**src/rtl/mcu_rocstar_rx_if.sv**
```systemverilog
// ROCSTAR->MCU receive-side bundle: incoming word/counter plus decoded status.
// RX_ERR_COUNT_EN adds the err_count/err_clr pair.
interface mcu_rocstar_rx_if;
    logic [7:0]  from_roc;
    logic [15:0] local_ctr;
    logic        locked;
    logic        single_valid;
    logic [15:0] single_ts;
    logic [6:0]  single_fine;
    logic        idle_ok;
    logic        err_pulse;
    logic [1:0]  err_code;
`ifdef RX_ERR_COUNT_EN
    logic [15:0] err_count;
    logic        err_clr;

    modport master (
        output from_roc, local_ctr, err_clr,
        input  locked, single_valid, single_ts, single_fine,
               idle_ok, err_pulse, err_code, err_count
    );
    modport slave (
        input  from_roc, local_ctr, err_clr,
        output locked, single_valid, single_ts, single_fine,
               idle_ok, err_pulse, err_code, err_count
    );
`else
    modport master (
        output from_roc, local_ctr,
        input  locked, single_valid, single_ts, single_fine,
               idle_ok, err_pulse, err_code
    );
    modport slave (
        input  from_roc, local_ctr,
        output locked, single_valid, single_ts, single_fine,
               idle_ok, err_pulse, err_code
    );
`endif
endinterface

```
**src/rtl/mcu_rocstar_rx.sv**
```systemverilog
// MCU-side receiver for the ROCSTAR->MCU word link: framing/phase/counter checks,
// lock tracking and timestamped single events. Optional macro: RX_ERR_COUNT_EN.
module mcu_rocstar_rx #(
    parameter int LINK_DELAY = 1,
    parameter int LOCK_COUNT = 8
) (
    input logic            clk,
    input logic            rst,
    mcu_rocstar_rx_if.slave bus
);

    typedef enum logic [1:0] {HUNT, CHECK, LOCKED} lock_state_t;

    lock_state_t state;
    logic [7:0]  good_cnt;
    logic        seq_valid;
    logic [1:0]  exp_phase;

    logic [15:0] exp_ctr;
    logic [1:0]  phase;
    logic [3:0]  nibble;
    logic [3:0]  exp_nibble;
    logic        is_idle;
    logic        is_single;
    logic        hdr_err;
    logic        seq_err;
    logic        mis_err;
    logic        any_err;
    logic        good_idle;
    logic [1:0]  code;

    assign exp_ctr   = bus.local_ctr - 16'(LINK_DELAY);
    assign phase     = bus.from_roc[3:2];
    assign nibble    = {bus.from_roc[5:4], bus.from_roc[1:0]};
    assign is_idle   = (bus.from_roc[7:6] == 2'b01);
    assign is_single = bus.from_roc[7];
    assign hdr_err   = (bus.from_roc[7:6] == 2'b00);

    // NOTE: every combinational output gets a default first so no latch can be inferred.
    always_comb begin
        exp_nibble = exp_ctr[3:0];
        case (phase)
            2'd1:    exp_nibble = exp_ctr[7:4];
            2'd2:    exp_nibble = exp_ctr[11:8];
            2'd3:    exp_nibble = exp_ctr[15:12];
            default: exp_nibble = exp_ctr[3:0];
        endcase
    end

    assign seq_err   = is_idle && seq_valid && (phase != exp_phase);
    assign mis_err   = is_idle && (nibble != exp_nibble);
    assign any_err   = hdr_err || seq_err || mis_err;
    assign good_idle = is_idle && !seq_err && !mis_err;
    // Priority: header, then sequence, then counter mismatch.
    assign code      = hdr_err ? 2'd1 : (seq_err ? 2'd2 : 2'd3);

    // NOTE: sequential state uses non-blocking assignments so every register samples pre-edge values.
    always_ff @(posedge clk) begin
        if (rst) begin
            state            <= HUNT;
            good_cnt         <= '0;
            seq_valid        <= 1'b0;
            exp_phase        <= '0;
            bus.locked       <= 1'b0;
            bus.single_valid <= 1'b0;
            bus.single_ts    <= '0;
            bus.single_fine  <= '0;
            bus.idle_ok      <= 1'b0;
            bus.err_pulse    <= 1'b0;
            bus.err_code     <= '0;
        end else begin
            bus.idle_ok   <= good_idle;
            bus.err_pulse <= any_err;
            if (any_err)
                bus.err_code <= code;

            // Phase tracker follows the received phase, so one bad word resyncs it.
            if (is_idle) begin
                exp_phase <= phase + 2'd1;
                seq_valid <= 1'b1;
            end else if (is_single) begin
                exp_phase <= 2'd0;
                seq_valid <= 1'b1;
            end else begin
                exp_phase <= 2'd0;
                seq_valid <= 1'b0;
            end

            bus.single_valid <= is_single && (state == LOCKED);
            if (is_single && (state == LOCKED)) begin
                bus.single_ts   <= exp_ctr;
                bus.single_fine <= bus.from_roc[6:0];
            end

            case (state)
                HUNT, CHECK: begin
                    if (any_err) begin
                        state      <= HUNT;
                        good_cnt   <= '0;
                        bus.locked <= 1'b0;
                    end else if (good_idle) begin
                        good_cnt <= good_cnt + 8'd1;
                        if (good_cnt + 8'd1 == 8'(LOCK_COUNT)) begin
                            state      <= LOCKED;
                            bus.locked <= 1'b1;
                        end else begin
                            state      <= CHECK;
                            bus.locked <= 1'b0;
                        end
                    end
                end
                LOCKED: begin
                    if (any_err) begin
                        state      <= HUNT;
                        good_cnt   <= '0;
                        bus.locked <= 1'b0;
                    end
                end
                default: begin
                    state      <= HUNT;
                    good_cnt   <= '0;
                    bus.locked <= 1'b0;
                end
            endcase
        end
    end

`ifdef RX_ERR_COUNT_EN
    always_ff @(posedge clk) begin
        if (rst)
            bus.err_count <= '0;
        else if (bus.err_clr)
            bus.err_count <= '0;
        else if (any_err && (bus.err_count != 16'hFFFF))
            bus.err_count <= bus.err_count + 16'd1;
    end
`endif

endmodule

```
**src/flat_wrapper.sv**
```systemverilog
// flat-port wrapper written by rule: the top's interface ports become plain ports
module mcu_rocstar_rx_flat 
#(
    parameter int LINK_DELAY = 1,
    parameter int LOCK_COUNT = 8
)
  (clk, rst, bus_from_roc, bus_local_ctr, bus_locked, bus_single_valid, bus_single_ts, bus_single_fine, bus_idle_ok, bus_err_pulse, bus_err_code);
  mcu_rocstar_rx_if bus_i ();
  input logic clk;
  input logic rst;
  input wire logic [$bits(bus_i.from_roc)-1:0] bus_from_roc;
  input wire logic [$bits(bus_i.local_ctr)-1:0] bus_local_ctr;
  output wire logic [$bits(bus_i.locked)-1:0] bus_locked;
  output wire logic [$bits(bus_i.single_valid)-1:0] bus_single_valid;
  output wire logic [$bits(bus_i.single_ts)-1:0] bus_single_ts;
  output wire logic [$bits(bus_i.single_fine)-1:0] bus_single_fine;
  output wire logic [$bits(bus_i.idle_ok)-1:0] bus_idle_ok;
  output wire logic [$bits(bus_i.err_pulse)-1:0] bus_err_pulse;
  output wire logic [$bits(bus_i.err_code)-1:0] bus_err_code;
  assign bus_i.from_roc = bus_from_roc;
  assign bus_i.local_ctr = bus_local_ctr;
  assign bus_locked = bus_i.locked;
  assign bus_single_valid = bus_i.single_valid;
  assign bus_single_ts = bus_i.single_ts;
  assign bus_single_fine = bus_i.single_fine;
  assign bus_idle_ok = bus_i.idle_ok;
  assign bus_err_pulse = bus_i.err_pulse;
  assign bus_err_code = bus_i.err_code;
  mcu_rocstar_rx #(.LINK_DELAY(LINK_DELAY), .LOCK_COUNT(LOCK_COUNT)) u_core (.clk(clk), .rst(rst), .bus(bus_i));
endmodule
```
**config.mk**
```make
export PLATFORM = sky130hd
export DESIGN_NAME = mcu_rocstar_rx_flat
export DESIGN_NICKNAME = d
export VERILOG_FILES = /design/src/rtl/mcu_rocstar_rx_if.sv /design/src/rtl/mcu_rocstar_rx.sv /design/src/flat_wrapper.sv
export SDC_FILE = /design/constraint.sdc
export NUM_CORES = 1
export LEC_CHECK = 0
export CORE_MARGIN = 8
export CORE_UTILIZATION = 45
export CTS_CLUSTER_SIZE = 12
export DETAILED_ROUTE_END_ITERATION = 16
export PLACE_DENSITY = 0.82
export SLEW_MARGIN = 20
export SYNTH_ARGS = -nofsm -noshare
export SYNTH_HDL_FRONTEND = slang
export SYNTH_SLANG_ARGS = --single-unit
```
**constraint.sdc**
```tcl
create_clock -name clk -period 7.7 [get_ports clk]
set_input_delay 1.54 -clock clk [delete_from_list [all_inputs] [get_ports clk]]
set_output_delay 1.54 -clock clk [all_outputs]
set_load 0.01 [all_outputs]
```
; ---- Word-level counts from Yosys, hierarchy flattened
; Cells that the tools add are included.
[word_totals]
ff_bits = 42
latch_bits = 0
mem_bits_rw = 0
romBits = 0
output_inout_bits = 29
elab_cells = 60
mem_count = 0
[classes]
addsub = 3
n_mul = 0
n_div = 0
n_lt_le_gt_ge = 0
n_eq_ne = 11
shifts = 0
muxes = 19
bitwise_logic = 1
n_reduce_logical = 15
[op_table]
columns = operator, n
row1 = $mux W8, 3
row2 = $pmux W8 S2, 1
row3 = $sub A16 B1 Y16 const B, 1
row4 = $pmux W4 S3, 1
row5 = $mux W2, 5
row6 = $add A8 B1 Y8 const B, 1
row7 = $eq A8 B4 Y1 const B, 1
row8 = $mux W1, 7
row9 = $eq A2 B1 Y1 const B, 3
row10 = $eq A2 B2 Y1 const B, 3
row11 = $logic_and A1 B1 Y1, 6
row12 = $logic_not A2 Y1, 2
row13 = $ne A4 B4 Y1, 1
row14 = $pmux W2 S2, 1
row15 = $reduce_or A2 Y1, 2
row16 = $ne A3 B1 Y1 const B, 1
row17 = $add A2 B1 Y2 const B, 1
row18 = $logic_not A1 Y1, 2
row19 = $logic_or A1 B1 Y1, 2
row20 = $ne A2 B1 Y1 const B, 1
row21 = $ne A2 B2 Y1, 1
row22 = $pmux W1 S2, 1
row23 = $reduce_and A2 Y1, 1
row24 = $not A1 Y1, 1

; ---- Depth between registers and ports, before layout
[logic_depth]
depth_word = 9
depth_mapped = 12
mapped_depth_nobuf = 11

; ---- Worst setup path before layout
; OpenSTA, ideal clock, no wires.
[synth_path]
path_type = input -> register
start = input bus_local_ctr[0]
end = register u_core.good_cnt[1]
setup_time_ns = 0.131
arrival_time_ns = 4.074
required_ns = 7.569
slack_ns = 3.496
cell_stages = 11
cell_sequence = inv_1 -> ha_1 -> or3b_1 -> nor3_2 -> mux2_1 -> and4b_1 -> or4_1 -> o21ai_1 -> nor4_4 -> o211ai_4 -> nor2_1
[synth_between]
elab_chain_cells = 8
[synth_rtl]
columns = element, line
row1 = start: declaration, flat_wrapper.sv:12  ; input wire logic [$bits(bus_i.local_ctr)-1:0] bus_local_ctr;
row2 = $sub A16 B1 Y16 (*), mcu_rocstar_rx.sv:32  ; assign exp_ctr = bus.local_ctr - 16'(LINK_DELAY);
row3 = $pmux W4 S3 (*), mcu_rocstar_rx.sv:42  ; case (phase)
row4 = $ne A4 B4 Y1 (*), mcu_rocstar_rx.sv:51  ; assign mis_err = is_idle && (nibble != exp_nibble);
row5 = $logic_and A1 B1 Y1 (*), mcu_rocstar_rx.sv:51
row6 = $logic_not A1 Y1, mcu_rocstar_rx.sv:53  ; assign good_idle = is_idle && !seq_err && !mis_err;
row7 = $logic_and A1 B1 Y1, mcu_rocstar_rx.sv:53
row8 = $ne A3 B1 Y1 (no source line), n/a
row9 = $reduce_and A2 Y1 (no source line), n/a
row10 = end signal: assignment, mcu_rocstar_rx.sv:102  ; good_cnt <= good_cnt + 8'd1;
row11 = end: declaration, mcu_rocstar_rx.sv:15  ; logic [7:0] good_cnt;
; Mark *: on every way between the ends. The rest lies on a longest branch, timed or not.
; A chain may end at the register's enable or synchronous reset.

; ---- Final worst setup path
[layout_path]
start = input bus_local_ctr[0]
end = register u_core.good_cnt[3]
[layout_between]
elab_chain_cells = 8
[layout_rtl]
columns = element, line
row1 = $sub A16 B1 Y16 (*), mcu_rocstar_rx.sv:32
row2 = via u_core.exp_ctr[0], mcu_rocstar_rx.sv:19  ; logic [15:0] exp_ctr;
row3 = $pmux W4 S3 (*), mcu_rocstar_rx.sv:42
row4 = $ne A4 B4 Y1 (*), mcu_rocstar_rx.sv:51
row5 = $logic_and A1 B1 Y1 (*), mcu_rocstar_rx.sv:51
row6 = $logic_not A1 Y1, mcu_rocstar_rx.sv:53
row7 = $logic_and A1 B1 Y1, mcu_rocstar_rx.sv:53
row8 = $ne A3 B1 Y1 (no source line), n/a
row9 = $reduce_and A2 Y1 (no source line), n/a
; The timed path passes the listed nets; every way through them passes the cells marked *.

==> impl_metrics.env <==
export IMPL_status="finished, final reports clean"
export IMPL_critPathArrivalTime_ns=5.15
export IMPL_synth_top_area_cell="dfxtp_1"
export IMPL_numCtsBuffers=5
export IMPL_critPathLaunchType="primary input"
export IMPL_worst_path_max_delay_cell="or4_1"
export IMPL_met1_usage_pct=18.4
export IMPL_grt_antenna_before_repair=0
export IMPL_coreArea_mm2=0.00514
export IMPL_postCtsResizedCells=0
export IMPL_fin_ws_ns=2.76
export IMPL_initial_core_util_pct=46.6
export IMPL_crit_path_max_fanout=16
export IMPL_route_detailed_drc=0
export IMPL_vias=2240
export IMPL_clockBufferDepth=2
export IMPL_dpl_cell_count=402
export IMPL_antenna_left=0
export IMPL_cp_num_buf_inv=2
export IMPL_nets=371
export IMPL_yosysSeqAreaShare_pct=34.3
export IMPL_fillers=489
export IMPL_irDropWorstVdd_uv=90.8
export IMPL_final_cells=410
export IMPL_grt_pass1_vias=2178
export IMPL_final_setup_tns_ns=0
export IMPL_postLayoutCoreUtil_pct=60.1
export IMPL_post_route_period_util_pct=64.2
export IMPL_grtUsageMet2_pct=26.9
export IMPL_synthFlopType="dfxtp_1"
export IMPL_routedWlPerCell_um=15.1
export IMPL_slew_violations=0
export IMPL_synth_fp_nets=321
export IMPL_htreeDepth=2
export IMPL_row_count=26
export IMPL_met3_usage_pct=4.32
export IMPL_dpl_hpwl_um=4690
export IMPL_max_stage_delay_ns=0.60
export IMPL_vias_per_cell=5.46
export IMPL_timing_max_cap_violations=0
export IMPL_syn_to_final_growth_pct=28.9
export IMPL_max_freq_ghz=0.202
export IMPL_synth_top_area_share_pct=34.3
export IMPL_synthCells=289
export IMPL_grtUsageTotal_pct=16.0
export IMPL_finalSetupViolCount=0
export IMPL_ctsHoldBuffers=0
export IMPL_die_x_um=89.0
export IMPL_crit_required_ns=7.91
export IMPL_synth_yosys_warnings=0
export IMPL_dp_slack_ns=2.50
export IMPL_ys_seq_elements=41
export IMPL_crit_type="in2reg"
export IMPL_firstDrtPassIters=4
export IMPL_clock_skew_final_ns=0.00337
export IMPL_ioPinCount=55
export IMPL_syn_area_per_cell_um2=8.29
export IMPL_end_kind="register"
export IMPL_cts_root_buf="clkbuf_8"
export IMPL_antennaDiodeCount=0
export IMPL_grt_max_degree=28
export IMPL_hold_class="reg2reg"
export IMPL_synth_cell_types=52
export IMPL_grt_pass1_wl_um=9980
export IMPL_dieArea_mm2=0.00792
export IMPL_crit_path_cell_trace="clkdlybuf4s50_1 -> inv_1 -> ha_1 -> nor3b_2 -> and4b_1 -> mux2i_1 -> mux2_2 -> nor3_1 -> o2111ai_2 -> or4_1 -> a31oi_1"
export IMPL_worst_slew_pin_slew_ns=0.977
export IMPL_gp_congestion=0.851
export IMPL_synth_area_mm2=0.00240
export IMPL_totalPowerFinal_uw=438
export IMPL_slew_headroom_pct=34.7
export IMPL_overflow=0
export IMPL_period_needed_ns=4.94
export IMPL_power_leakage_uw=0.00101
export IMPL_wl_um=6210
export IMPL_final_hold_viol_count=0
export IMPL_drt_iter0_markers=226
export IMPL_drive_gt1_share_pct=8.53
export IMPL_clock_latency_ns=0.29
export IMPL_clkSlewWorstSetupHoldPaths_ns=0.08
export IMPL_grt_busiest_layer="met2"
export IMPL_numPortBuffers=54
export IMPL_cpLargestDelayFamily="simple AND/OR/NAND/NOR gates"
export IMPL_ys_top_cells_by_area="dfxtp_1, nand2_1, nor2_1"
export IMPL_cts_setup_buffers=0
export IMPL_clock_sinks=41
export IMPL_synth_edf_count=0
export IMPL_cts_tree="yes"
export IMPL_die_h_um=89.0
export IMPL_power_density_mw_per_mm2=142
export IMPL_rsz0062_at_grt="false"
export IMPL_synthArstFlopShare_pct=0
==> report_power, final <==
part	internal, uW	total, uW	switching (uW)
Clock	81.0	154	73.4
Combinational	31.6	69.3	37.7
Sequential	214	215	0.839
==> layout make-up <==
type                       instances  area (um2)  share of cell area [%]
clock buffer                       7        96.3                    3.12
clock inverter                     1        5.00                   0.162
multi-input combinational        225        1490                    48.2
tap                               70        87.6                    2.84
inverter                          11        41.3                    1.34
timing repair buffer              55         548                    17.7
sequential                        41         821                    26.6
==> cell usage after synthesis (2+ instances only) <==
cell      number
or3_1          3
xor2_1         6
nor4_1         4
nor3_1        14
dfxtp_1       41
a31oi_1        4
o21ai_0        4
o21ai_1        2
nor2_1        35
o21a_1         2
and4b_1        3
xnor2_1       13
nand2b_1       8
mux2i_1        4
ha_1           6
buf_1          2
a211oi_2       2
a21oi_1       13
and2_1         2
mux2_2         2
nand2_1       36
a211oi_1      12
o211ai_1       3
o31a_1         2
nand3_1       10
nand4_1        2
clkbuf_1       9
inv_1         11
nor4_4         2
or4_1          3
and3_1         3
nor3b_2        6
==> logic make-up (layout without fill, tap and decap cells) <==
logic type	Yosys count	after routing	share of synthesized area, %
fa+ha+maj	6	6	3.13
flops	41	41	34.3
simple gates	139	139	32.0
mux	7	7	3.08
xor+xnor	20	20	7.62
buf+inv	23	74	3.66
compound gates	53	53	16.3
==> worst min-delay path, delay by kind of cell, from the launching register on <==
kind	cells	cell delay, ns
DFF	1	0.31
AOI/OAI and AO/OA	1	0.05
and+or+nand+nor	1	0.05
==> per-layer routing <==
metal	up-vias	part of all wire [%]	wire length, um
met1	1026	43	2660
li1	1129	-	-
met5	-	0	0
met3	14	6.7	415
met2	71	48	2980
met4	0	2.4	148
==> path summary, 6_finish.rpt <==
check                                              start                                endpoint  slack (ns)  cells past startpoint
setup reg to reg          u_core.exp_phase[0]$_SDFF_PP0_         u_core.good_cnt[3]$_SDFFE_PP0P_        5.22                      7
setup / recovery                        bus_local_ctr[0]         u_core.good_cnt[3]$_SDFFE_PP0P_        2.76                     11
hold / removal    u_core.bus.single_fine[1]$_SDFFE_PP0P_  u_core.bus.single_fine[1]$_SDFFE_PP0P_        0.46                      2
hold reg to reg   u_core.bus.single_fine[1]$_SDFFE_PP0P_  u_core.bus.single_fine[1]$_SDFFE_PP0P_        0.46                      2
==> state kept, by name, summed over array words and instances, names as in the netlist <==
register / cells
u_core.bus.single_ts: 16
u_core.state: 2
u_core.bus.err_code: 2
u_core.good_cnt: 8
u_core.seq_valid: 1
u_core.bus.single_valid: 1
u_core.bus.idle_ok: 1
u_core.exp_phase: 2
u_core.bus.single_fine: 7
u_core.bus.err_pulse: 1
==> metrics by stage <==
step                      area, um2  hold slack [ns]
after floorplan                2400            0.481
after global placement         2990            0.443
after detailed placement       2990            0.449
after CTS                      3090            0.460
after global routing           3090            0.476
final                          3090            0.457
==> layout by cell type, fill, tap and decap left out, types with 4 or more instances in the layout <==
cell	instances
a211oi_1	12
inv_1	11
nor3b_2	6
clkbuf_8	7
o21ai_0	4
xor2_1	6
a31oi_1	4
xnor2_1	13
nor3_1	14
nand3_1	10
ha_1	6
dfxtp_1	41
mux2i_1	4
a21oi_1	13
nand2b_1	8
nand2_1	36
nor4_1	4
clkdlybuf4s50_1	54
nor2_1	34
Power figures use the tool's default switching activity.
